--- src/rtl/div_pkg.sv ---
// div_pkg: shared types and defaults for the iterative restoring divider.
//   e_div_state         - FSM state encoding (IDLE, DIV1)
//   DefaultWidth        - default operand/result width
//   DefaultBitsPerCycle - default quotient bits retired per iteration
package div_pkg;

  typedef enum logic [0:0] {
    IDLE = 1'b0,
    DIV1 = 1'b1
  } e_div_state;

  localparam int unsigned DefaultWidth        = 32;
  localparam int unsigned DefaultBitsPerCycle = 2;

endpackage

--- src/rtl/div_step.sv ---
// div_step: one combinational restoring-division step.
// Ports:
//   rem_in       - partial remainder entering this step (always < divisor, or any value if divisor=0)
//   divisor      - unsigned divisor
//   dividend_bit - next dividend bit, shifted in at the LSB
//   rem_out      - partial remainder after the step
//   quotient_bit - 1 when the trial subtraction did not borrow
module div_step
  import div_pkg::*;
#(
  parameter int unsigned width = DefaultWidth
) (
  input  logic [width-1:0] rem_in,
  input  logic [width-1:0] divisor,
  input  logic             dividend_bit,
  output logic [width-1:0] rem_out,
  output logic             quotient_bit
);

  logic [width:0]   shifted;
  logic [width+1:0] trial;
  logic             unused_bits;

  // The shifted remainder is width+1 bits wide; the extra top bit of trial is the
  // borrow, so the comparison never wraps.
  always_comb begin
    shifted      = {rem_in, dividend_bit};
    trial        = {1'b0, shifted} - {2'b00, divisor};
    quotient_bit = ~trial[width+1];
    rem_out      = quotient_bit ? trial[width-1:0] : shifted[width-1:0];
  end

  // When a difference is kept it is below the divisor, so its bit [width] is
  // zero. When divisor=0 the remainder's shifted-out MSB is dropped on purpose
  // so that, after width steps, the remainder equals the dividend.
  assign unused_bits = ^{trial[width], shifted[width]};

endmodule

--- src/rtl/div_pipeline_32bit.sv ---
// div_pipeline_32bit: iterative unsigned divider, bits_per_cycle restoring steps
// per clock, chained MSB first.
// Ports:
//   clk       - rising-edge clock
//   rst       - asynchronous active-low reset
//   req       - start request, sampled only in IDLE
//   a, b      - dividend and divisor, captured with req
//   quotient  - registered quotient, valid from the ack edge until the next completion
//   remainder - registered remainder, valid with quotient
//   ack       - one-cycle completion pulse
// Configuration macro:
//   DIV_ZERO_FAST_EN - when defined, b=0 skips the iteration sequence and acks one
//                      cycle after acceptance; otherwise b=0 takes the full latency.
// Latency: req sampled at edge E0 -> ack at E0 + width/bits_per_cycle.
module div_pipeline_32bit
  import div_pkg::*;
#(
  parameter int unsigned width          = DefaultWidth,
  parameter int unsigned bits_per_cycle = DefaultBitsPerCycle
) (
  input  logic             clk,
  input  logic             rst,
  input  logic             req,
  input  logic [width-1:0] a,
  input  logic [width-1:0] b,
  output logic [width-1:0] quotient,
  output logic [width-1:0] remainder,
  output logic             ack
);

  localparam int unsigned Iters = width / bits_per_cycle;
  localparam int unsigned CntW  = $clog2(width) + 1;
  localparam logic [CntW-1:0] LastCnt = CntW'(Iters - 1);

  e_div_state       state_q, state_d;
  logic [CntW-1:0]  cnt_q, cnt_d;
  // Dividend shifts out MSB first while quotient bits shift in at the LSB; after
  // the last iteration this register holds the full quotient.
  logic [width-1:0] dvd_q, dvd_d;
  logic [width-1:0] div_q, div_d;
  logic [width-1:0] prem_q, prem_d;
  logic [width-1:0] quo_q, quo_d;
  logic [width-1:0] rem_q, rem_d;
  logic             ack_q, ack_d;

  logic [width-1:0]          chain_rem [bits_per_cycle+1];
  logic [bits_per_cycle-1:0] q_bits;
  logic [width-1:0]          dvd_next;

  assign chain_rem[0] = prem_q;

  // Step i consumes dividend bit width-1-i and produces the i-th most significant
  // of this cycle's quotient bits.
  for (genvar i = 0; i < bits_per_cycle; i++) begin : g_step
    div_step #(
      .width(width)
    ) u_step (
      .rem_in      (chain_rem[i]),
      .divisor     (div_q),
      .dividend_bit(dvd_q[width-1-i]),
      .rem_out     (chain_rem[i+1]),
      .quotient_bit(q_bits[bits_per_cycle-1-i])
    );
  end

  assign dvd_next = (dvd_q << bits_per_cycle) | width'(q_bits);

`ifdef DIV_ZERO_FAST_EN
  // Set when b=0 was accepted; the result is published one cycle later.
  logic zero_pend_q, zero_pend_d;
`endif

  always_comb begin
    state_d = state_q;
    cnt_d   = cnt_q;
    dvd_d   = dvd_q;
    div_d   = div_q;
    prem_d  = prem_q;
    quo_d   = quo_q;
    rem_d   = rem_q;
    ack_d   = 1'b0;
`ifdef DIV_ZERO_FAST_EN
    zero_pend_d = zero_pend_q;
`endif
    unique case (state_q)
      IDLE: begin
`ifdef DIV_ZERO_FAST_EN
        if (zero_pend_q) begin
          zero_pend_d = 1'b0;
          ack_d       = 1'b1;
          quo_d       = '1;
          rem_d       = dvd_q;
        end else if (req) begin
          dvd_d  = a;
          div_d  = b;
          prem_d = '0;
          cnt_d  = '0;
          if (b == '0) begin
            zero_pend_d = 1'b1;
          end else begin
            state_d = DIV1;
          end
        end
`else
        if (req) begin
          dvd_d   = a;
          div_d   = b;
          prem_d  = '0;
          cnt_d   = '0;
          state_d = DIV1;
        end
`endif
      end
      DIV1: begin
        dvd_d  = dvd_next;
        prem_d = chain_rem[bits_per_cycle];
        cnt_d  = cnt_q + CntW'(1);
        if (cnt_q == LastCnt) begin
          state_d = IDLE;
          ack_d   = 1'b1;
          quo_d   = dvd_next;
          rem_d   = chain_rem[bits_per_cycle];
        end
      end
      default: state_d = IDLE;
    endcase
  end

  always_ff @(posedge clk or negedge rst) begin
    if (!rst) begin
      state_q <= IDLE;
      cnt_q   <= '0;
      dvd_q   <= '0;
      div_q   <= '0;
      prem_q  <= '0;
      quo_q   <= '0;
      rem_q   <= '0;
      ack_q   <= 1'b0;
    end else begin
      state_q <= state_d;
      cnt_q   <= cnt_d;
      dvd_q   <= dvd_d;
      div_q   <= div_d;
      prem_q  <= prem_d;
      quo_q   <= quo_d;
      rem_q   <= rem_d;
      ack_q   <= ack_d;
    end
  end

`ifdef DIV_ZERO_FAST_EN
  always_ff @(posedge clk or negedge rst) begin
    if (!rst) begin
      zero_pend_q <= 1'b0;
    end else begin
      zero_pend_q <= zero_pend_d;
    end
  end
`endif

  assign quotient  = quo_q;
  assign remainder = rem_q;
  assign ack       = ack_q;

endmodule

--- config.mk ---
export PLATFORM = sky130hd
export DESIGN_NAME = div_pipeline_32bit
export DESIGN_NICKNAME = d
export VERILOG_FILES = /design/src/rtl/div_pkg.sv /design/src/rtl/div_step.sv /design/src/rtl/div_pipeline_32bit.sv
export SDC_FILE = /design/constraint.sdc
export NUM_CORES = 1
export LEC_CHECK = 0
export BUFFER_PORTS_ARGS = -buffer_cell sky130_fd_sc_hd__buf_2
export CORE_UTILIZATION = 45
export DETAILED_ROUTE_END_ITERATION = 8
export PLACE_DENSITY = 0.61
export SLEW_MARGIN = 20
export SYNTH_ARGS = -nofsm -noshare
export SYNTH_HDL_FRONTEND = slang
export SYNTH_SLANG_ARGS = --single-unit
--- constraint.sdc ---
create_clock -name clk -period 6 [get_ports clk]
set_clock_uncertainty 0.15 [all_clocks]
set_input_delay 0.6 -clock clk [delete_from_list [all_inputs] [get_ports clk]]
set_output_delay 0.6 -clock clk [all_outputs]
set_load 0.05 [all_outputs]
==> metrics.yaml <==
crit_path_frequent_cell: "mux2_2"
worst-path-buf-inv: 1
place_congestion: 0.9314
syn-instance-count: 1218
die-area_um2: 24730
hpwl_mm: 19.95
crit_chain: "ha_1 > fa_1 > nor2b_1 > o2111ai_1 > a21boi_0 > o22ai_1 > o31ai_4 > mux2_2 > a31oi_1 > a21o_1 > ha_1 > a21o_1 > a21oi_1 > a32oi_1 > o21bai_1 > o211ai_2 > a32oi_2 > a22oi_4 > buf_12 > mux2_2 > mux2_2"
cts.repair.resized: 0
start_util: 0.4607
track_usage: 0.2378
crit_fanout: 28
nets: 1465
drive_gt1_frac: 0.1890
vias: 8938
worst_pin_slew_ps: 972.8
drt-initial-drc-count: 524
cts_max_level: 4
whs_ps: -4.791
cts_made_buffers: 17
setup_ws_ps: 266.4
synth_nets: 1352
coreArea_um2: 23540
syn2layout_area_growth_pct: 15.41
clock_sinks: 168
syn_avg_cell_area_um2: 8.905
setup_viol: 0
period_minus_slack_ps: 5734
netlist.area_leader.share: 0.3876
clkTransAtPathRegs_ps: 80
ctsHoldBuffers: 0
crit_required_ps: 6180
worstSetupEndpointType: "flip-flop"
via_per_inst: 5.371
synth_flop_cell: "dfrtp_1"
cp-start-kind: "flip-flop"
cp_slowest_stage_delay_ps: 440
drt_first_pass_iters: 5
clock_path_buffers: 2
drc_errors: 0
synth_seq_cells: 168
die_h_um: 157.3
violations: "hold timing"
status: "finished, violations left"
port_buffers: 131
netlist_top_cells_area: "dfrtp_1, nand2_1, ha_1"
die_w_um: 157.3
synth_edf_count: 0
antenna_found_initial: 0
synth_cell_types: 72
fmax_mhz: 174.4
cts_root_buf: "clkbuf_16"
path_class: "reg2reg"
fin_setup_tns_ps: 0
period_share: 0.9556
yosysTopAreaCell: "dfrtp_1"
cp_slowest_cell: "fa_1"
report.final.slew_viol_count: 0
grt_pass1_vias: 8700
io_pins: 132
fill_cells: 2224
maxSlewHeadroom: 0.3514
grt_overflow: 0
grt_max_degree: 107
path_delay_family: "compound AO/OA/AOI/OAI gates"
worst_ep_arrival_time_ps: 5910
grt_pass1_wl_mm: 45.61
row_count: 56
hold_class: "in2async"
drv_cap: 0
cts_tree: "built"
ys_async_sr_fraction: 1.000
finalNonFillerCells: 1664
synth-seq-area-share: 0.3876
cts_setup_buffers: 0
placed_cells_incl_taps: 1631
clkLatencyLatePin_ps: 450
ant_nets: 0
syn_area_um2: 10850
dp_slack_ps: 199.6
grt_setup_unrepaired: "no"
totalWireLength_mm: 27.99
synth_warnings: 0
wl_per_cell_um: 16.82
finalHoldViolCount: 4
## metrics by stage
step | hold WS (ps) | util | instance area, µm²
finish | -4.791 | 0.5317 | 12520
global route | 51.83 | 0.5316 | 12520
CTS | 24.08 | 0.5308 | 12500
detailed placement | 306.3 | 0.5033 | 11850
global placement | 304.8 | 0.5033 | 11850
floorplan | 154.4 | - | 10850
## worst paths after layout
path,startpoint,endpoint,slack [ps],cells after the start
max,div_q[0],remainder[20],270,21
min,rst,div_q[15],-5,1
max reg2reg,div_q[0],remainder[20],270,21
min reg2reg,quotient[27],quotient[27],320,2
max in group asynchronous,rst,state_q,4470,2
min in group clk,b[0],div_q[0],200,3
## kinds of logic after synthesis
family | synth area share
mux | 0.09736
fa+ha+maj | 0.07867
compound gates | 0.1808
xor+xnor | 0.03957
simple gates | 0.1716
flops | 0.3876
buf+inv | 0.04441
## cells in the final DEF (no fill, tap or decap), types with 5 or more instances in the layout
cell / instances
buf_2: 130
buf_4: 17
a211oi_1: 12
a21boi_0: 5
o21ai_1: 20
ha_1: 65
xor2_1: 18
mux2i_1: 44
and3_1: 11
clkinv_8: 9
inv_1: 52
xnor2_1: 31
nor3_1: 16
clkbuf_16: 17
or3_1: 5
mux2_2: 24
a21oi_1: 51
nand4_1: 5
nor3b_1: 13
mux2_4: 23
a21o_1: 29
nor2_1: 49
nor2b_1: 9
nand3_1: 13
dfrtp_1: 167
a31oi_1: 14
o21ai_0: 107
nand2_1: 265
o21bai_1: 6
o21a_1: 13
o31ai_1: 6
nand2b_1: 23
## routing by layer
layer	wire, µm	up-vias	track usage
met5	0	-	0
met4	266	0	0.05039
met3	1401	18	0.05369
met2	12960	181	0.3769
met1	13370	4254	0.3306
li1	-	4485	-
## cells in the mapped netlist (3+ instances only)
library cell  count
a211o_1           3
a211oi_1         12
a21boi_0          5
a21o_1           29
a21oi_1          51
a31oi_1          14
and3_1           11
buf_1             6
buf_2             6
buf_6             7
clkbuf_1         38
dfrtp_1         168
ha_1             65
inv_1            52
mux2_2           24
mux2_4           23
mux2i_1          44
nand2_1         265
nand2b_1         23
nand3_1          13
nand4_1           5
nor2_1           50
nor2b_1           9
nor3_1           17
nor3b_1          13
o2111ai_1         4
o211ai_1          4
o21a_1           14
o21ai_0         109
o21ai_1          18
o21bai_1          6
o31a_1            4
o31ai_1           6
or3_1             5
xnor2_1          31
xor2_1           18
## flip-flops by register name, summed over array words and instances, names as in the netlist
register,count
ack,1
cnt_q,6
div_q,32
dvd_q,32
prem_q,32
quotient,32
remainder,32
state_q,1
## area by class of cell
cell class | instances | area, µm² | share of cell area
tap | 319 | 399.1 | 0.03188
multi-input combinational | 938 | 6190 | 0.4945
inverter | 54 | 202.7 | 0.01619
antenna | 1 | 2.502 | 0.0001999
clock inverter | 15 | 221.5 | 0.01769
sequential | 168 | 4208 | 0.3361
timing repair buffer | 152 | 869.6 | 0.06947
clock buffer | 17 | 425.4 | 0.03398
Power is left out: the tool's default activity adds up to more than one toggle a clock period on the data nets, which glitch-free logic cannot reach.
